$ cat src/rtl/pipe_skid_reg.sv
// pipe_skid_reg: two-entry skid register for a valid/ready pipeline stage.
// Both handshake outputs are decoded from the registered state only, so
// there is no combinational path from out_ready or in_valid to any output.
// out_data is always the main register. The skid register holds a second
// beat that was accepted while the downstream side stalled.
module pipe_skid_reg #(
   parameter int unsigned           WIDTH     = 8,
   parameter logic [WIDTH-1:0]      RESET_VAL = '0
) (
   input  logic             clk,
   input  logic             reset,
   input  logic             flush,
   input  logic             in_valid,
   input  logic [WIDTH-1:0] in_data,
   output logic             in_ready,
   output logic             out_valid,
   output logic [WIDTH-1:0] out_data,
   input  logic             out_ready,
   output logic [1:0]       count
);

   // The state encoding equals the number of beats held, so count is the state.
   typedef enum logic [1:0] {
      S_EMPTY = 2'd0,
      S_BUSY  = 2'd1,
      S_FULL  = 2'd2
   } state_t;

   state_t           r_state;
   logic [WIDTH-1:0] r_main;
   logic [WIDTH-1:0] r_skid;

   state_t           w_state_nxt;
   logic [WIDTH-1:0] w_main_nxt;
   logic [WIDTH-1:0] w_skid_nxt;
   logic             w_in_xfer;
   logic             w_out_xfer;

   // Handshake and payload outputs, decoded from registered state only.
   assign in_ready  = (r_state != S_FULL);
   assign out_valid = (r_state != S_EMPTY);
   assign out_data  = r_main;
   assign count     = r_state;

   assign w_in_xfer  = in_valid  & in_ready;
   assign w_out_xfer = out_valid & out_ready;

   // Next-state and datapath selection for each state and transfer combination.
   always_comb begin
      // NOTE: every target gets its hold value first, so no path leaves one unassigned and no latch is inferred.
      w_state_nxt = r_state;
      w_main_nxt  = r_main;
      w_skid_nxt  = r_skid;
      unique case (r_state)
         S_EMPTY: begin
            if (w_in_xfer) begin
               w_main_nxt  = in_data;
               w_state_nxt = S_BUSY;
            end
         end
         S_BUSY: begin
            if (w_in_xfer && w_out_xfer) begin
               // The head leaves as the new beat arrives, so the new beat becomes the head.
               w_main_nxt = in_data;
            end else if (w_in_xfer) begin
               w_skid_nxt  = in_data;
               w_state_nxt = S_FULL;
            end else if (w_out_xfer) begin
               w_state_nxt = S_EMPTY;
            end
         end
         S_FULL: begin
            // in_ready is low here, so only the output side can move.
            if (w_out_xfer) begin
               w_main_nxt  = r_skid;
               w_state_nxt = S_BUSY;
            end
         end
         default: begin
            // The unused encoding recovers to an empty stage.
            w_state_nxt = S_EMPTY;
         end
      endcase
   end

   // State and data registers; reset and flush both clear the stage and override any transfer.
   always_ff @(posedge clk) begin
      // NOTE: non-blocking assignments so every register samples pre-edge values, independent of statement order.
      if (reset || flush) begin
         // The data registers are cleared too, because out_data is visible while the stage is empty.
         r_state <= S_EMPTY;
         r_main  <= RESET_VAL;
         r_skid  <= RESET_VAL;
      end else begin
         r_state <= w_state_nxt;
         r_main  <= w_main_nxt;
         r_skid  <= w_skid_nxt;
      end
   end

endmodule

$ cat config.mk
export PLATFORM = sky130hd
export DESIGN_NAME = pipe_skid_reg
export DESIGN_NICKNAME = d
export VERILOG_FILES = /design/src/rtl/pipe_skid_reg.sv
export SDC_FILE = /design/constraint.sdc
export NUM_CORES = 1
export LEC_CHECK = 0
export BUFFER_PORTS_ARGS = -buffer_cell sky130_fd_sc_hd__buf_2
export CORE_MARGIN = 5
export CORE_UTILIZATION = 49
export DETAILED_ROUTE_END_ITERATION = 12
export PLACE_DENSITY = 0.85
export REMOVE_ABC_BUFFERS = 1
export SKIP_CTS_REPAIR_TIMING = 1
export SLEW_MARGIN = 20
export SYNTH_ARGS = -nofsm -noshare
export SYNTH_HDL_FRONTEND = slang
export SYNTH_SLANG_ARGS = --single-unit
$ cat constraint.sdc
create_clock -name clk -period 1.7 [get_ports clk]
set_clock_uncertainty 0.05 [all_clocks]
set_input_delay 0.085 -clock clk [delete_from_list [all_inputs] [get_ports clk]]
set_output_delay 0.085 -clock clk [all_outputs]
set_load 0.02 [all_outputs]
==> impl_metrics.py, run 1 <==
metrics = {
    "timing": {
        "min_period_ns": 1.58,
        "finalCritPeriodShare_pct": 92.8,
        "max_freq_mhz": 634,
        "relSlewSlack_pct": 66.7,
        "hold_viol": 4,
        "fin_setup_tns_ns": 0,
        "slew_viol_final": 0,
        "setup_viol": 0,
        "rsz0062_at_grt": "no",
        "whs_ns": -0.0110,
        "worst_pin_slew_ns": 0.499,
    },
    "die": {
        "dieArea_sq_um": 2700,
        "start_util_pct": 50.5,
        "core-area_sq_um": 1710,
        "rows": 15,
        "die_w_microns": 51.9,
        "ioPinCount": 25,
        "dieHeight_microns": 51.9,
    },
    "final_layout": {
        "syn_to_final_growth_pct": 21.5,
        "final_area_sq_um": 1050,
        "n_fill_cell": 143,
        "drive_gt1_share_pct": 39.4,
        "layout.nets": 118,
        "diodes": 0,
    },
    "grt": {
        "antenna_found_initial": 0,
        "grt_pass1_wl_microns": 2830,
        "grt-ovfl-total": 0,
        "grt.total_usage_pct": 14.1,
        "grt_pass1_vias": 651,
        "grt_max_degree": 19,
    },
    "place": {
        "dpl-instance-area_sq_um": 981,
        "routabilityCongestion": 0.771,
        "io_buffers": 24,
        "hpwl_microns": 1300,
    },
    "critical_path": {
        "critPathCaptureType": "output pin",
        "r2r-end": "out_data[5]",
        "max_stage_delay_ns": 0.45,
        "path_class": "reg -> out",
        "regToRegSetupSlack_ns": 0.24,
        "crit_buf_inv": 1,
        "rr_worst_depth": 3,
        "critical-path-top-delay-family": "flip-flops",
        "start_kind": "flip-flop",
        "timing.rr.start": "count[1]",
        "arrival_ns": 1.44,
        "slowest_stage": "dfxtp_1",
        "path_cells": "or2b_1 > buf_2",
        "path_max_fanout": 10,
        "worstPathRequired_ns": 1.56,
    },
    "synth": {
        "syn_area_sq_um": 862,
        "synth_top_family_by_area": "compound AO/OA/AOI/OAI gates",
        "avgSynthCellArea_sq_um": 11.1,
        "synth_xor_xnor_area_share_pct": 0,
        "yosys_warnings": 0,
        "synth_simple_gate_area_share_pct": 11.0,
        "synth-compound-area-share_pct": 22.6,
        "syn_inst": 78,
        "synthAdderAreaFrac_pct": 0,
        "synthMuxAreaShare_pct": 20.3,
        "ys_ff_latch": 18,
        "yosysUniqueCellTypes": 21,
        "yosysSeqAreaShare_pct": 41.8,
    },
    "worst_hold_path": {
        "min_path_type": "in -> reg",
        "hp-start": "in_data[4]",
        "hold_depth": 3,
        "hold_end": "r_skid[4]",
    },
    "drt": {
        "vias_per_cell": 5.43,
        "vias": 701,
        "drtIter0Drc": 8,
        "first_pass_iters": 3,
        "wl_per_cell_microns": 14.0,
        "drc": 0,
        "antenna_left": 0,
        "routed_wl_microns": 1810,
    },
    "power": {
        "cellLeakagePower_uw": 0.000461,
        "totalPowerFinal_uw": 842,
        "peakVddDrop_mv": 0.794,
        "power_density_nw_per_um2": 804,
    },
    "cts": {
        "clkTransAtPathRegs_ns": 0.10,
        "root_buffer": "clkbuf_4",
        "cts_buffers": 3,
        "cts_tree": "built",
        "insertion_delay_ns": 0.29,
        "htreeDepth": 1,
        "clock-sinks": 18,
        "clockBufferDepth": 2,
    },
    "outcome": {
        "violations": "hold timing",
        "status": "complete, but fails checks",
    },
    "flow_run": {
        "drv_cap": 0,
    },
}
[cell usage in the layout (no fill, tap or decap), drive strengths merged]
cell type | Yosys | layout
a211oi | 17 | 17
a21o | 2 | 2
a21oi | 1 | 1
and3b | 1 | 1
and4bb | 1 | 1
buf | 4 | 24
clkbuf | 1 | 4
clkinv | 1 | 1
dfxtp | 18 | 18
dlygate4sd3 | 0 | 3
mux2 | 1 | 1
mux2i | 16 | 16
nand2 | 2 | 2
nand3b | 1 | 1
nor2 | 8 | 8
or2 | 2 | 2
or2b | 1 | 1
or3b | 1 | 1
[cells by family after synthesis]
logic type	Yosys count
mux	17
buf+inv	6
flops	18
compound gates	20
simple gates	17
[power by group]
| group | leakage (uW) | switching [uW] | internal [uW] |
|---|---|---|---|
| clock | 0.0000210 | 131 | 131 |
| combinational | 0.000293 | 80.5 | 57.9 |
| sequential | 0.000146 | 7.95 | 434 |
[flip-flops by register name, indices dropped and copies added (netlist names)]
signal and cells:
count 2, out_data 8, r_skid 8
[worst max path at each step]
stage,start,end,slack [ns],cells after the start
after floorplan,count[1],out_data[2],0.18,3
after global placement,count[1],out_data[4],0.31,3
after detailed placement,count[1],out_data[5],0.27,3
after CTS,count[1],in_ready,0.12,2
after global routing,count[0],in_ready,0.007,2
final,count[1],in_ready,0.12,2
[synthesized netlist by cell type (all sizes together)]
library cell | number | area (sq um)
dfxtp | 18 | 360
a211oi | 17 | 168
mux2i | 16 | 160
nor2 | 8 | 30.0
buf | 4 | 28.8
a21o | 2 | 22.5
nand2 | 2 | 7.51
or2 | 2 | 12.5
a21oi | 1 | 5.00
and3b | 1 | 8.76
and4bb | 1 | 12.5
clkbuf | 1 | 3.75
clkinv | 1 | 3.75
mux2 | 1 | 15.0
nand3b | 1 | 7.51
or2b | 1 | 7.51
or3b | 1 | 8.76
[layout make-up]
class / instances / area [sq um] / share of cell area, %
Multi-Input combinational cell: 54 / 465 / 44.4
Sequential cell: 18 / 360 / 34.4
Timing Repair Buffer: 27 / 150 / 14.3
Clock buffer: 4 / 36.3 / 3.46
Tap cell: 25 / 31.3 / 2.99
Inverter: 1 / 3.75 / 0.358
[layer usage]
layer / vias up / wire length (microns) / global-route usage [%]
met2: 21 / 873 / 24.7
met5: - / 0 / 0
met4: 0 / 12 / 1.75
met3: 2 / 155 / 7.45
met1: 335 / 769 / 15.3
li1: 343 / - / -
[through the flow]
stage                     std cells  util, %  worst slack [ns]
after floorplan                  73        -             0.180
after global placement          122     57.4             0.312
after detailed placement        122     57.4             0.266
after CTS                       126     59.6             0.117
after global routing            129     61.3           0.00737
final                           129     61.3             0.123
[worst min-delay path, cell delays in order]
cell,delay (ns)
buf_2,0.09
mux2i_1,0.06
nor2_1,0.07
No activity file was read; power rests on OpenSTA's default activity.
==> inputs of run 2 (changes only) <==
Settings changed: CORE_UTILIZATION 49 to 52, CTS_BUF_LIST from default to sky130_fd_sc_hd__clkbuf_8, PLACE_DENSITY 0.85 to 0.89.
==> run 2 against run 1 <==
  * The flow now finishes without violations
  * Total power increased by 8.6%
  * Global-route usage increased by 0.19 points
  * Sequential cell count is the same
  * Combinational power fell by 5%
  * Via count is 4.0% lower
  * Non-clock buffer count fell by 3
  * Register-to-register slack about the same
  * Clock power increased by 30%
  * Fmax increased by 2.7%
  * Wire length fell by 7.5%
  * Cell area decreased by 2.2%
  * Critical endpoint unchanged
==> impl_metrics.py, run 2 (same netlist as run 1, synthesis figures left out) <==
metrics = {
    "outcome": {
        "status": "finished, final reports clean",
    },
    "power": {
        "power.share.clock_pct": 37.3,
        "power_density_nw_per_um2": 893,
        "totalPowerFinal_uw": 915,
        "p_int_uw": 694,
        "p_switching_uw": 221,
        "pwr-share-comb_pct": 14.3,
        "netSwitchingFraction_pct": 24.2,
        "seq_power_share_pct": 48.4,
        "cellLeakagePower_uw": 0.000456,
        "peakVddDrop_mv": 0.649,
    },
    "final_layout": {
        "n_fill_cell": 138,
        "drive_gt1_share_pct": 40.6,
        "post-route-util_pct": 66.5,
        "final_common_cell": "buf_2",
        "final_cell_mix": "buf_2, dfxtp_1, mux2i_1",
        "diodes": 0,
        "final-seq-area_sq_um": 360,
        "final_area_sq_um": 1020,
        "syn_to_final_growth_pct": 18.9,
        "layout.nets": 115,
        "multi_input_area_sq_um": 465,
    },
    "place": {
        "dpl-instance-area_sq_um": 970,
        "routabilityCongestion": 0.738,
        "io_buffers": 24,
        "dp_worst_setup_slack_ns": 0.263,
        "hpwl_microns": 1180,
    },
    "timing": {
        "setup_viol": 0,
        "max_freq_mhz": 651,
        "min_period_ns": 1.54,
        "relSlewSlack_pct": 65.3,
        "worst_slack_ns": 0.163,
        "finalCritPeriodShare_pct": 90.4,
        "hold_viol": 0,
        "rsz0062_at_grt": "no",
        "worst_pin_slew_ns": 0.520,
        "fin_setup_tns_ns": 0,
        "slew_viol_final": 0,
    },
    "critical_path": {
        "path_max_fanout": 10,
        "start_kind": "flip-flop",
        "worstPathRequired_ns": 1.56,
        "rr_worst_depth": 3,
        "timing.rr.start": "count[1]",
        "arrival_ns": 1.40,
        "critPathCaptureType": "output pin",
        "r2r-end": "out_data[4]",
        "regToRegSetupSlack_ns": 0.25,
        "crit_end": "in_ready",
        "critPathLaunch": "count[0]",
        "path_class": "reg -> out",
    },
    "drt": {
        "first_pass_iters": 2,
        "antenna_left": 0,
        "routed_wl_microns": 1680,
        "vias": 673,
        "vias_per_cell": 5.75,
        "drc": 0,
        "drtIter0Drc": 1,
        "wl_per_cell_microns": 14.3,
    },
    "worst_hold_path": {
        "min_path_type": "in -> reg",
        "hold_depth": 2,
    },
    "cts": {
        "clock-sinks": 18,
        "cts_buffers": 3,
        "insertion_delay_ns": 0.25,
        "cts_tree": "built",
        "htreeDepth": 1,
        "clkTransAtPathRegs_ns": 0.07,
        "root_buffer": "clkbuf_8",
        "clockBufferDepth": 2,
    },
    "grt": {
        "grt-ovfl-total": 0,
        "antenna_found_initial": 0,
        "grt.total_usage_pct": 14.3,
        "grt_pass1_wl_microns": 2900,
        "grt_pass1_vias": 641,
        "grt_max_degree": 19,
    },
    "die": {
        "dieArea_sq_um": 2570,
        "core-area_sq_um": 1540,
        "dieHeight_microns": 50.7,
        "rows": 14,
        "die_w_microns": 50.7,
        "start_util_pct": 55.9,
        "ioPinCount": 25,
    },
    "flow_run": {
        "drv_cap": 0,
    },
}
## run 2: cell count changes in the layout (fill, tap and decap cells not counted)
cell           change
clkbuf_8           +3
clkbuf_4           -3
dlygate4sd3_1      -3
## run 2: layout make-up
type | instances | area share, %
multi-input combinational | 54 | 45.4
inverter | 1 | 0.366
clock buffer | 4 | 5.37
timing repair buffer | 24 | 11.7
sequential | 18 | 35.2
tap | 16 | 1.95
## run 2: layer usage
metal	global-route usage [%]	up-vias	share of wire [%]
met4	6.38	0	1.4
li1	-	338	-
met1	19.1	310	46
met2	21.3	21	45
met3	3.85	4	7.1
met5	0	-	0
## run 2: metrics by stage
step                      instances  hold slack [ns]
after floorplan                  73            0.108
final                           117          0.00994
after CTS                       117          0.00595
after global placement          113            0.258
after detailed placement        113            0.276
after global routing            117           0.0182
## run 2: critical path, stage by stage, from the launching register on
cell and delay (ns):
dfxtp_1 0.42, or2b_1 0.47, buf_2 0.26
## run 2: power groups by stage
stage	clock network [uW]	registers [uW]	logic (uW)
finish	341	443	131
global route	374	445	143
CTS	351	443	132
detailed placement	0	452	132
global placement	0	451	129
floorplan	0	466	73.3
## run 2: worst min path at each step
stage / end / startpoint
after CTS: count[1] / out_ready
after detailed placement: count[1] / out_ready
final: count[1] / out_ready
after floorplan: count[1] / out_ready
after global placement: count[1] / out_ready
after global routing: count[1] / out_ready
==> inputs of run 3 (changes only) <==
Settings changed: BUFFER_PORTS_ARGS -buffer_cell sky130_fd_sc_hd__buf_2 to default, CORE_UTILIZATION 52 to 55, DONT_BUFFER_PORTS from default to 1, PLACE_DENSITY 0.89 to 0.79, RECOVER_POWER from default to 25.
==> run 3 against run 2 <==
  * The flow now finishes with violations (hold timing)
  * Total power up 0.76%
  * Count of clock-buffer cells in the layout unchanged
  * First-iteration DRC count rose to 5.0 times the previous value
  * Setup slack better by 0.036 ns
  * Cell area down 0.73%
  * Critical endpoint is now r_skid[4]
==> impl_metrics.py, run 3 (same netlist as run 1, synthesis figures left out) <==
metrics = {
    "final_layout": {
        "final_common_cell": "dfxtp_1",
        "syn_to_final_growth_pct": 18.0,
        "diodes": 0,
        "n_fill_cell": 107,
        "post-route-util_pct": 68.3,
        "final_cell_mix": "dfxtp_1, mux2i_1, a211oi_1, dlygate4sd3_1",
        "layout.nets": 103,
        "drive_gt1_share_pct": 22.5,
    },
    "timing": {
        "rsz0062_at_grt": "no",
        "fin_setup_tns_ns": 0,
        "worst_slack_ns": 0.199,
        "slew_viol_final": 0,
        "finalCritPeriodShare_pct": 88.3,
        "worst_pin_slew_ns": 0.509,
        "relSlewSlack_pct": 66.0,
        "min_period_ns": 1.50,
        "hold_viol": 1,
        "max_freq_mhz": 666,
        "setup_viol": 0,
        "whs_ns": -0.0295,
    },
    "worst_hold_path": {
        "min_path_type": "in -> reg",
        "hp-start": "in_data[3]",
        "hold_end": "r_skid[3]",
        "hold_depth": 2,
    },
    "drt": {
        "vias": 664,
        "wl_per_cell_microns": 18.8,
        "drtIter0Drc": 5,
        "drc": 0,
        "first_pass_iters": 4,
        "vias_per_cell": 6.32,
        "antenna_left": 0,
        "routed_wl_microns": 1980,
    },
    "critical_path": {
        "timing.rr.start": "count[1]",
        "path_max_fanout": 8,
        "start_kind": "flip-flop",
        "rr_worst_depth": 4,
        "r2r-end": "r_skid[4]",
        "worstPathRequired_ns": 1.78,
        "regToRegSetupSlack_ns": 0.20,
        "critPathCaptureType": "flip-flop",
        "path_class": "reg -> reg",
        "arrival_ns": 1.58,
    },
    "cts": {
        "clockBufferDepth": 2,
        "cts_tree": "built",
        "htreeDepth": 1,
        "clock-sinks": 18,
        "root_buffer": "clkbuf_8",
        "clkTransAtPathRegs_ns": 0.07,
        "cts_buffers": 3,
        "insertion_delay_ns": 0.26,
    },
    "place": {
        "dp_worst_setup_slack_ns": 0.250,
        "routabilityCongestion": 0.709,
        "io_buffers": 0,
        "hpwl_microns": 1160,
    },
    "power": {
        "totalPowerFinal_uw": 922,
        "power_density_nw_per_um2": 906,
        "peakVddDrop_mv": 0.656,
        "cellLeakagePower_uw": 0.000401,
    },
    "die": {
        "die_w_microns": 49.6,
        "start_util_pct": 57.9,
        "dieArea_sq_um": 2460,
        "ioPinCount": 25,
        "rows": 14,
        "core-area_sq_um": 1490,
        "dieHeight_microns": 49.6,
    },
    "grt": {
        "grt-ovfl-total": 0,
        "grt.total_usage_pct": 15.8,
        "antenna_found_initial": 0,
        "grt_pass1_wl_microns": 2930,
        "grt_pass1_vias": 647,
        "grt_max_degree": 19,
    },
    "outcome": {
        "status": "complete, but fails checks",
        "violations": "hold timing",
    },
    "flow_run": {
        "drv_cap": 0,
    },
}
==> run 3: changes by cell type in the layout (fill, tap and decap cells not counted) <==
cell | previous run | this run
buf_2 | 24 | 0
dlygate4sd3_1 | 0 | 9
buf_4 | 0 | 3
==> run 3: through the flow <==
step	hold WS (ns)	instances	area (sq um)
5_1_grt	0.0169	105	1020
2_1_floorplan	0.108	73	830
6_report	-0.0295	105	1020
3_5_place_dp	0.112	92	872
3_3_place_gp	0.111	92	872
4_1_cts	-0.160	96	927
==> run 3: worst max path at each step <==
stage / start / endpoint / slack, ns / depth (start not counted)
global placement: count[1] / r_skid[2] / 0.29 / 4
CTS: count[1] / in_ready / 0.21 / 2
finish: count[1] / r_skid[4] / 0.20 / 4
detailed placement: count[1] / r_skid[4] / 0.25 / 4
floorplan: count[1] / out_data[2] / 0.18 / 3
global route: count[1] / r_skid[4] / 0.15 / 4
==> run 3: cell type report <==
class | count | area (sq um) | share of cell area [%]
clock buffers | 4 | 55.1 | 5.41
inverters | 1 | 3.75 | 0.369
multi-input cells | 54 | 465 | 45.8
flip-flops and latches | 18 | 360 | 35.4
well taps | 16 | 20.0 | 1.97
repair buffers | 12 | 113 | 11.1
==> run 3: report_power, final <==
part | switching (uW) | internal [uW] | leakage (uW) | total (uW)
registers | 21.7 | 435 | 0.000146 | 456
clock network | 149 | 206 | 0.0000288 | 355
logic | 59.5 | 51.1 | 0.000226 | 111
total | 230 | 692 | 0.000401 | 922
==> run 3: routing by layer <==
metal / wire length, microns / track usage, % / part of all wire, % / vias to the layer above
li1: - / - / - / 312
met1: 849 / 17.9 / 43 / 324
met2: 956 / 23.7 / 48 / 22
met3: 114 / 6.02 / 5.8 / 6
met4: 57 / 11.8 / 2.9 / 0
met5: 0 / 0 / 0 / -
==> run 3: worst max-delay path, cell delays in order (launching register included) <==
cell	delay [ns]
dfxtp_1	0.34
buf_4	0.18
and4bb_2	0.48
mux2i_1	0.27
nor2_1	0.06
